$ cat src/rtl/serial_cla_subtractor_if.sv
// Handshake and operand bundle for serial_cla_subtractor.
// The master drives operands and out_ready; the slave (the subtractor) returns the result.
interface serial_cla_subtractor_if #(
    parameter int N = 32
);
    logic         inValid;
    logic         inReady;
    logic [N-1:0] in1;
    logic [N-1:0] in2;
    logic         bin;
    logic         outValid;
    logic         outReady;
    logic [N-1:0] diff;
    logic         bout;
    logic         of;

    modport master (
        output inValid, in1, in2, bin, outReady,
        input  inReady, outValid, diff, bout, of
    );

    modport slave (
        input  inValid, in1, in2, bin, outReady,
        output inReady, outValid, diff, bout, of
    );
endinterface

$ cat src/rtl/serial_cla_subtractor.sv
// Multi-cycle N-bit subtractor: one 4-bit carry-lookahead slice computes a + ~b + ~bin a nibble per cycle.
// Optional feature: define SUB_SATURATE_EN to clamp diff on signed overflow.
module serial_cla_subtractor #(
    parameter int N = 32
) (
    input logic                  clk,
    input logic                  rst,
    serial_cla_subtractor_if.slave bus
);
    localparam int M  = N / 4;
    localparam int KW = $clog2(M);

    typedef enum logic [1:0] {IDLE, RUN, DONE} state_t;

    state_t        r_state;
    state_t        w_nextState;
    logic [N-1:0]  r_a;
    logic [N-1:0]  r_bInv;
    logic          r_carry;
    logic [KW-1:0] r_k;
    logic [N-1:0]  r_diff;
    logic          r_bout;
    logic          r_of;

    logic [KW+1:0] w_base;
    logic [3:0]    w_nibA;
    logic [3:0]    w_nibB;
    logic [3:0]    w_g;
    logic [3:0]    w_p;
    logic [3:0]    w_c;
    logic          w_cout;
    logic [3:0]    w_sum;
    logic          w_last;
    logic          w_of;

    always_ff @(posedge clk) begin
        if (rst) begin
            r_state <= IDLE;
        end else begin
            r_state <= w_nextState;
        end
    end

    always_comb begin
        w_nextState = r_state;
        case (r_state)
            IDLE:    if (bus.inValid) w_nextState = RUN;
            RUN:     if (w_last) w_nextState = DONE;
            DONE:    if (bus.outReady) w_nextState = IDLE;
            default: w_nextState = IDLE;
        endcase
    end

    // Carry-lookahead slice over the current nibble; the carry is the inverted running borrow.
    always_comb begin
        w_base = {r_k, 2'b00};
        w_nibA = r_a[w_base +: 4];
        w_nibB = r_bInv[w_base +: 4];
        w_g    = w_nibA & w_nibB;
        w_p    = w_nibA ^ w_nibB;
        w_c[0] = r_carry;
        w_c[1] = w_g[0] | (w_p[0] & r_carry);
        w_c[2] = w_g[1] | (w_p[1] & w_g[0]) | (w_p[1] & w_p[0] & r_carry);
        w_c[3] = w_g[2] | (w_p[2] & w_g[1]) | (w_p[2] & w_p[1] & w_g[0])
               | (w_p[2] & w_p[1] & w_p[0] & r_carry);
        w_cout = w_g[3] | (w_p[3] & w_g[2]) | (w_p[3] & w_p[2] & w_g[1])
               | (w_p[3] & w_p[2] & w_p[1] & w_g[0])
               | (w_p[3] & w_p[2] & w_p[1] & w_p[0] & r_carry);
        w_sum  = w_p ^ w_c;
        w_last = (r_k == KW'(M - 1));
        w_of   = (r_a[N-1] != ~r_bInv[N-1]) && (w_sum[3] != r_a[N-1]);
    end

    always_ff @(posedge clk) begin
        if (rst) begin
            r_a     <= '0;
            r_bInv  <= '0;
            r_carry <= 1'b0;
            r_k     <= '0;
            r_diff  <= '0;
            r_bout  <= 1'b0;
            r_of    <= 1'b0;
        end else begin
            case (r_state)
                IDLE: begin
                    if (bus.inValid) begin
                        r_a     <= bus.in1;
                        r_bInv  <= ~bus.in2;
                        r_carry <= ~bus.bin;
                        r_k     <= '0;
                    end
                end
                RUN: begin
                    r_diff[w_base +: 4] <= w_sum;
                    r_carry             <= w_cout;
                    r_k                 <= r_k + KW'(1);
                    if (w_last) begin
                        r_k    <= '0;
                        r_bout <= ~w_cout;
                        r_of   <= w_of;
`ifdef SUB_SATURATE_EN
                        // Clamp replaces the whole word, including the nibble written this cycle.
                        if (w_of) begin
                            r_diff <= r_a[N-1] ? {1'b1, {(N-1){1'b0}}} : {1'b0, {(N-1){1'b1}}};
                        end
`endif
                    end
                end
                default: ;
            endcase
        end
    end

    assign bus.inReady  = (r_state == IDLE);
    assign bus.outValid = (r_state == DONE);
    assign bus.diff     = r_diff;
    assign bus.bout     = r_bout;
    assign bus.of       = r_of;
endmodule

$ cat src/flat_wrapper.sv
// flat-port wrapper written by rule: the top's interface ports become plain ports
module serial_cla_subtractor_flat 
#(
    parameter int N = 32
)
  (clk, rst, bus_inValid, bus_in1, bus_in2, bus_bin, bus_outReady, bus_inReady, bus_outValid, bus_diff, bus_bout, bus_of);
  serial_cla_subtractor_if #(.N(N)) bus_i ();
  input logic clk;
  input logic rst;
  input wire logic [$bits(bus_i.inValid)-1:0] bus_inValid;
  input wire logic [$bits(bus_i.in1)-1:0] bus_in1;
  input wire logic [$bits(bus_i.in2)-1:0] bus_in2;
  input wire logic [$bits(bus_i.bin)-1:0] bus_bin;
  input wire logic [$bits(bus_i.outReady)-1:0] bus_outReady;
  output wire logic [$bits(bus_i.inReady)-1:0] bus_inReady;
  output wire logic [$bits(bus_i.outValid)-1:0] bus_outValid;
  output wire logic [$bits(bus_i.diff)-1:0] bus_diff;
  output wire logic [$bits(bus_i.bout)-1:0] bus_bout;
  output wire logic [$bits(bus_i.of)-1:0] bus_of;
  assign bus_i.inValid = bus_inValid;
  assign bus_i.in1 = bus_in1;
  assign bus_i.in2 = bus_in2;
  assign bus_i.bin = bus_bin;
  assign bus_i.outReady = bus_outReady;
  assign bus_inReady = bus_i.inReady;
  assign bus_outValid = bus_i.outValid;
  assign bus_diff = bus_i.diff;
  assign bus_bout = bus_i.bout;
  assign bus_of = bus_i.of;
  serial_cla_subtractor #(.N(N)) u_core (.clk(clk), .rst(rst), .bus(bus_i));
endmodule
$ cat config.mk
export PLATFORM = sky130hd
export DESIGN_NAME = serial_cla_subtractor_flat
export DESIGN_NICKNAME = d
export VERILOG_FILES = /design/src/rtl/serial_cla_subtractor_if.sv /design/src/rtl/serial_cla_subtractor.sv /design/src/flat_wrapper.sv
export SDC_FILE = /design/constraint.sdc
export NUM_CORES = 1
export LEC_CHECK = 0
export CORE_AREA = 2 2 110 112
export DETAILED_ROUTE_END_ITERATION = 16
export DIE_AREA = 0 0 112 114
export GPL_TIMING_DRIVEN = 1
export MAX_ROUTING_LAYER = met4
export SLEW_MARGIN = 20
export SYNTH_ARGS = -nofsm -noshare
export SYNTH_HDL_FRONTEND = slang
export SYNTH_SLANG_ARGS = --single-unit
$ cat constraint.sdc
create_clock -name clk -period 4 [get_ports clk]
set_input_delay 0.8 -clock clk [delete_from_list [all_inputs] [get_ports clk]]
set_output_delay 0.8 -clock clk [all_outputs]
set_load 0.03 [all_outputs]
Word level (Yosys, flattened, before mapping)
Cells that the tools add are included.
- register bits: 104
- input bits: 69
- add/sub/neg operators: 2
- equal/unequal tests: 8
- shift-type cells: 4
- muxes and demuxes: 10
- bitwise logic cells: 33
- reductions and logical operators: 7
- operators by type and width (kind ; count):
    $shiftx 32x6->4 ; 2
    $bwmux 32 ; 1
    $not 32->32 ; 1
    $shift 4x7->32 const A ; 1
    $shiftx 4x7->32 ; 1
    $and 1x1->1 ; 16
    $or 1x1->1 ; 10
    $xor 4x4->4 ; 2
    $neg 5->7 ; 1
    $mux 2 ; 3
    $mux 3 ; 2
    $pmux 2 s3 ; 1
    $pmux 3 s2 ; 1
    $reduce_and 2->1 ; 3
    $and 4x4->4 ; 1
    $ne 2x2->1 const B ; 2
    $add 3x1->3 const B ; 1
    $eq 3x3->1 const B ; 1
    $not 1->1 ; 3
    $reduce_and 3->1 ; 1
    $eq 2x1->1 const B ; 1
    $eq 2x2->1 const B ; 1
    $logic_not 2->1 ; 1
    $ne 1x1->1 ; 2
    other kinds (5) ; 5

Depth between registers and ports, before layout
- word-level depth: 9
- depth in mapped cells: 11
- gate-level depth less buffers: 9

Worst setup path before layout
OpenSTA, ideal clock, no wires.
- path type: flip-flop to flip-flop
- from: register u_core.r_k[1]
- to: register u_core.r_of, in the netlist u_core.bus.of
- setup time: 0.131 ns
- arrival: 2.828 ns
- data required time: 3.869 ns
- slack: 1.041 ns
- stages on the path, launching flop included: 12
- path buffers: 2
- clock period less this slack: 2.959 ns
- cells stage by stage: dfxtp_1 buf_2 buf_1 mux4_2 nand2_1 nand2_1 ha_1 a211oi_1 o21bai_1 xor2_1 nor3b_1 nor4_1
- word-level cells in the longest chain between the ends: 9
- elaborated cells between the ends (all ways): 17
- ends and longest elaborated chain (item ; RTL line ; text):
    from (decl) ; serial_cla_subtractor.sv:20 ; logic [KW-1:0] r_k;
    from (signal assigned) ; serial_cla_subtractor.sv:96 ; r_k <= r_k + KW'(1);
    $shiftx 32x6->4 (on tied branches) ; serial_cla_subtractor.sv:57, serial_cla_subtractor.sv:58 ;
    $xor 4x4->4 or $and 4x4->4 (tied branches) ; serial_cla_subtractor.sv:60, serial_cla_subtractor.sv:59 ;
    $and 1x1->1 (on tied branches) ; serial_cla_subtractor.sv:64, serial_cla_subtractor.sv:65 ;
    $or 1x1->1, or another cell as far along ; serial_cla_subtractor.sv:64 ; w_c[3] = w_g[2] | (w_p[2] & w_g[1]) | (w_p[2] & w_p[1] & w_g[0])
    $or 1x1->1 or $and 1x1->1 (tied branches) ; serial_cla_subtractor.sv:64, serial_cla_subtractor.sv:65 ;
    $or 1x1->1 ; serial_cla_subtractor.sv:65 ; | (w_p[2] & w_p[1] & w_p[0] & r_carry);
    $xor 4x4->4 ; serial_cla_subtractor.sv:69 ; w_sum = w_p ^ w_c;
    $ne 1x1->1 ; serial_cla_subtractor.sv:71 ; w_of = (r_a[N-1] != ~r_bInv[N-1]) && (w_sum[3] != r_a[N-1]);
    $logic_and 1x1->1 ; serial_cla_subtractor.sv:71 ;
    to (signal assigned) ; serial_cla_subtractor.sv:100 ; r_of <= w_of;
    to (decl) ; serial_cla_subtractor.sv:23 ; logic r_of;
Parallel ways exist; a longest one is shown, timed or not.
A chain may end at the register's enable or synchronous reset.

Worst setup path after layout
- from: register u_core.r_k[0]
- to: register u_core.r_diff[10], in the netlist u_core.bus.diff[10]
- word-level cells in the longest chain between the ends: 9
- elaborated cells between the ends (all ways): 24
- ends and longest elaborated chain (item ; RTL line ; text):
    $shiftx 32x6->4 (on tied branches) ; serial_cla_subtractor.sv:57, serial_cla_subtractor.sv:58 ;
    $xor 4x4->4 or $and 4x4->4 (tied branches) ; serial_cla_subtractor.sv:60, serial_cla_subtractor.sv:59 ;
    $and 1x1->1 (on tied branches) ; serial_cla_subtractor.sv:64, serial_cla_subtractor.sv:65 ;
    $or 1x1->1, or another cell as far along ; serial_cla_subtractor.sv:64 ;
    $or 1x1->1 or $and 1x1->1 (tied branches) ; serial_cla_subtractor.sv:64, serial_cla_subtractor.sv:65 ;
    $or 1x1->1 ; serial_cla_subtractor.sv:65 ;
    $xor 4x4->4 ; serial_cla_subtractor.sv:69 ;
    $shiftx 4x7->32 ; serial_cla_subtractor.sv:94 ; r_diff[w_base +: 4] <= w_sum;
    $bwmux 32 * ; serial_cla_subtractor.sv:94 ;
    to (signal, indexed assignment) ; serial_cla_subtractor.sv:94 ;
    to (decl) ; serial_cla_subtractor.sv:21 ; logic [N-1:0] r_diff;
Every way passes the cells marked *; elsewhere a longest branch is shown, timed or not.

==> reports/metrics.yaml <==
synth:
  yosys.area.top_type: "dfxtp_1"
  synth_seq_area_share_pct: 46.6
  async_reset_ff_share_pct: 0
  syn_area_mm2: 0.00446
  postSynthRegisterBits: 104
  synthCells: 502
  ys_types: 41
  synth-edff-count: 0
  syn-mean-instance-area_um2: 8.89
  synth_fp_nets: 583
  synth_area_leaders: "dfxtp_1, nand2_1, mux4_2, a211oi_1, a21oi_1"
  yosysWarnings: 0
  synthTopCellsByCount: "dfxtp_1, nand2_1, nor2_1"
  synthFlopType: "dfxtp_1"
  synth_top_area_share_pct: 46.6
  synth.most_common_cell: "dfxtp_1"
outcome:
  status: "finished clean"
sta:
  setup-tns-final_ps: 0
  hold_slack_ps: 452
  fin_skew_ps: 9.54
  period_share_pct: 80.5
  slew_viol_final: 0
  finalHoldViolCount: 0
  fin_crit_ps: 3220
  relSlewSlack_pct: 50.1
  rsz0062_at_grt: "false"
  worst_pin_slew_ps: 744
  fmax_mhz: 310
  setup_viol: 0
drt:
  wirelength_um: 10800
  route.detailed.drc: 0
  avgRoutedWirePerCell_um: 14.6
  first_pass_iters: 4
  num_vias: 3743
  initialDrtViolationCount: 173
  avgViaCountPerCell: 5.04
  antenna_left: 0
placement:
  place_area_mm2: 0.00561
  gp_congestion: 0.875
  hpwl_um: 7850
  io_buffers: 104
clock_network:
  cts_tree: "yes"
  cts_buffer_depth: 2
  numCtsBuffers: 9
  path_clk_slew_ps: 70
  h-tree-depth: 3
  cts_resized: 0
  ctsHoldBuffers: 0
  clock_latency_ps: 340
  post-cts-setup-buffers: 0
  clock-root-buffer: "clkbuf_16"
  cts_sinks: 104
setup_path:
  max_stage_delay_ps: 500
  worstReg2RegStart: "u_core.r_k[0]"
  slowest_stage: "mux4_2"
  crit_path_start_kind: "flop"
  worstPathRequired_ps: 4250
  path_cells: "buf_4 -> buf_4 -> mux4_2 -> nand2_1 -> nand2_1 -> ha_1 -> o21ai_0 -> nor2_1 -> or3_1 -> o31ai_1"
  startpoint: "u_core.r_k[0]"
  crit_fanout: 14
  cp.arrival_ps: 3470
  cp-end-kind: "flop"
  crit_type: "flop to flop"
power:
  vdd_drop_max_v: 0.000181
  p_per_area_mw_per_mm2: 385
  finalPower_mw: 2.26
  power.leakage_nw: 2.13
global_route:
  grt_pass1_vias: 3690
  grt_max_degree: 98
  grt_usage_pct: 17.8
  antenna_found_initial: 0
  grt-ovfl-total: 0
  grt_pass1_wl_um: 18100
cells_and_area:
  stdcell_area_mm2: 0.00589
  nFillCells: 1139
  antenna_cells: 0
  final_layout_size_suffix_gt1_share_pct: 7.55
  syn2layout_area_growth_pct: 31.9
  nets: 672
floorplan:
  core_mm2: 0.0117
  io_pins: 105
  die-area_mm2: 0.0128
  initial_core_util_pct: 38.1
  die_x_um: 112
  num_rows: 40
  die_h_um: 114
worst_hold_path:
  hp-start: "u_core.r_a[14]"
  hp-class: "flop to flop"
job:
  drv_cap: 0
## critical path, delay by kind of cell, from the launching register on
kind                     cells  cell delay (ps)
AND/OR/NAND/NOR              4              690
flip-flops                   1              490
multiplexers                 1              500
adder cells (fa/ha/maj)      1              310
buffers and inverters        2              560
AO/OA/AOI/OAI                2              560
## cells in the final DEF (no fill, tap or decap), types with 2 or more instances in the layout
cell	instances
a211oi_1	35
a21oi_1	52
a22oi_1	4
a31oi_1	2
buf_4	8
clkbuf_16	9
clkdlybuf4s50_1	103
clkinv_4	2
dfxtp_1	104
ha_1	11
inv_1	5
inv_6	3
mux2i_1	7
mux4_2	16
nand2_1	102
nand2b_1	3
nand3_1	8
nand3b_1	8
nand4_1	6
nor2_1	60
nor2b_1	2
nor3_1	11
nor3b_1	2
o21ai_0	3
o31ai_1	6
or3_1	5
## per-stage QoR
stage | utilization, % | setup WS (ps) | instances
2_1_floorplan | - | 1040 | 502
3_3_place_gp | 47.9 | 911 | 727
3_5_place_dp | 47.9 | 768 | 727
4_1_cts | 50.2 | 741 | 743
5_1_grt | 50.3 | 489 | 743
6_report | 50.3 | 778 | 743
## cells by family (layout without fill, tap and decap cells)
| family | count (synthesis) | count (layout) | synth area share [%] |
|---|---|---|---|
| adder cells (fa/ha/maj) | 12 | 12 | 3.53 |
| XOR/XNOR | 2 | 2 | 0.393 |
| AND/OR/NAND/NOR | 216 | 216 | 21.3 |
| multiplexers | 23 | 23 | 9.64 |
| buffers and inverters | 40 | 134 | 3.95 |
| AO/OA/AOI/OAI | 105 | 105 | 14.5 |
| flip-flops | 104 | 104 | 46.6 |
## report_power, final
part           switching [mW]  internal (mW)  leakage, nW
sequential             0.0308           1.08        0.851
combinational           0.166          0.158         1.15
clock                   0.393          0.430        0.138
## area by class of cell
cell class                 count  area, um^2  area share, %
inverter                       6        22.5          0.383
clock inverter                 6        48.8          0.829
timing repair buffer         112        1110           18.9
multi-input combinational    358        2210           37.5
tap                          147         184           3.12
clock buffer                  10         229           3.89
sequential                   104        2080           35.4
## sequential cells by signal, indices dropped and copies added, names as in the netlist
register         flops
u_core.bus.bout      1
u_core.bus.diff     32
u_core.bus.of        1
u_core.r_a          32
u_core.r_bInv       32
u_core.r_carry       1
u_core.r_k           3
u_core.r_state       2
## path summary, 6_finish.rpt
check	end	slack, ps	depth (start not counted)
worst max-delay path	u_core.bus.diff[10]	780	10
worst min-delay path	u_core.r_a[14]	450	2
worst max register to register	u_core.bus.diff[10]	780	10
worst min register to register	u_core.r_a[14]	450	2
## per-layer routing
metal	track usage, %	wire [um]	up-vias
li1	-	-	1933
met1	23.4	5220	1701
met2	28.8	4990	99
met3	3.72	495	10
met4	3.98	114	0
met5	-	0	-
(Power assumes the default switching activity.)
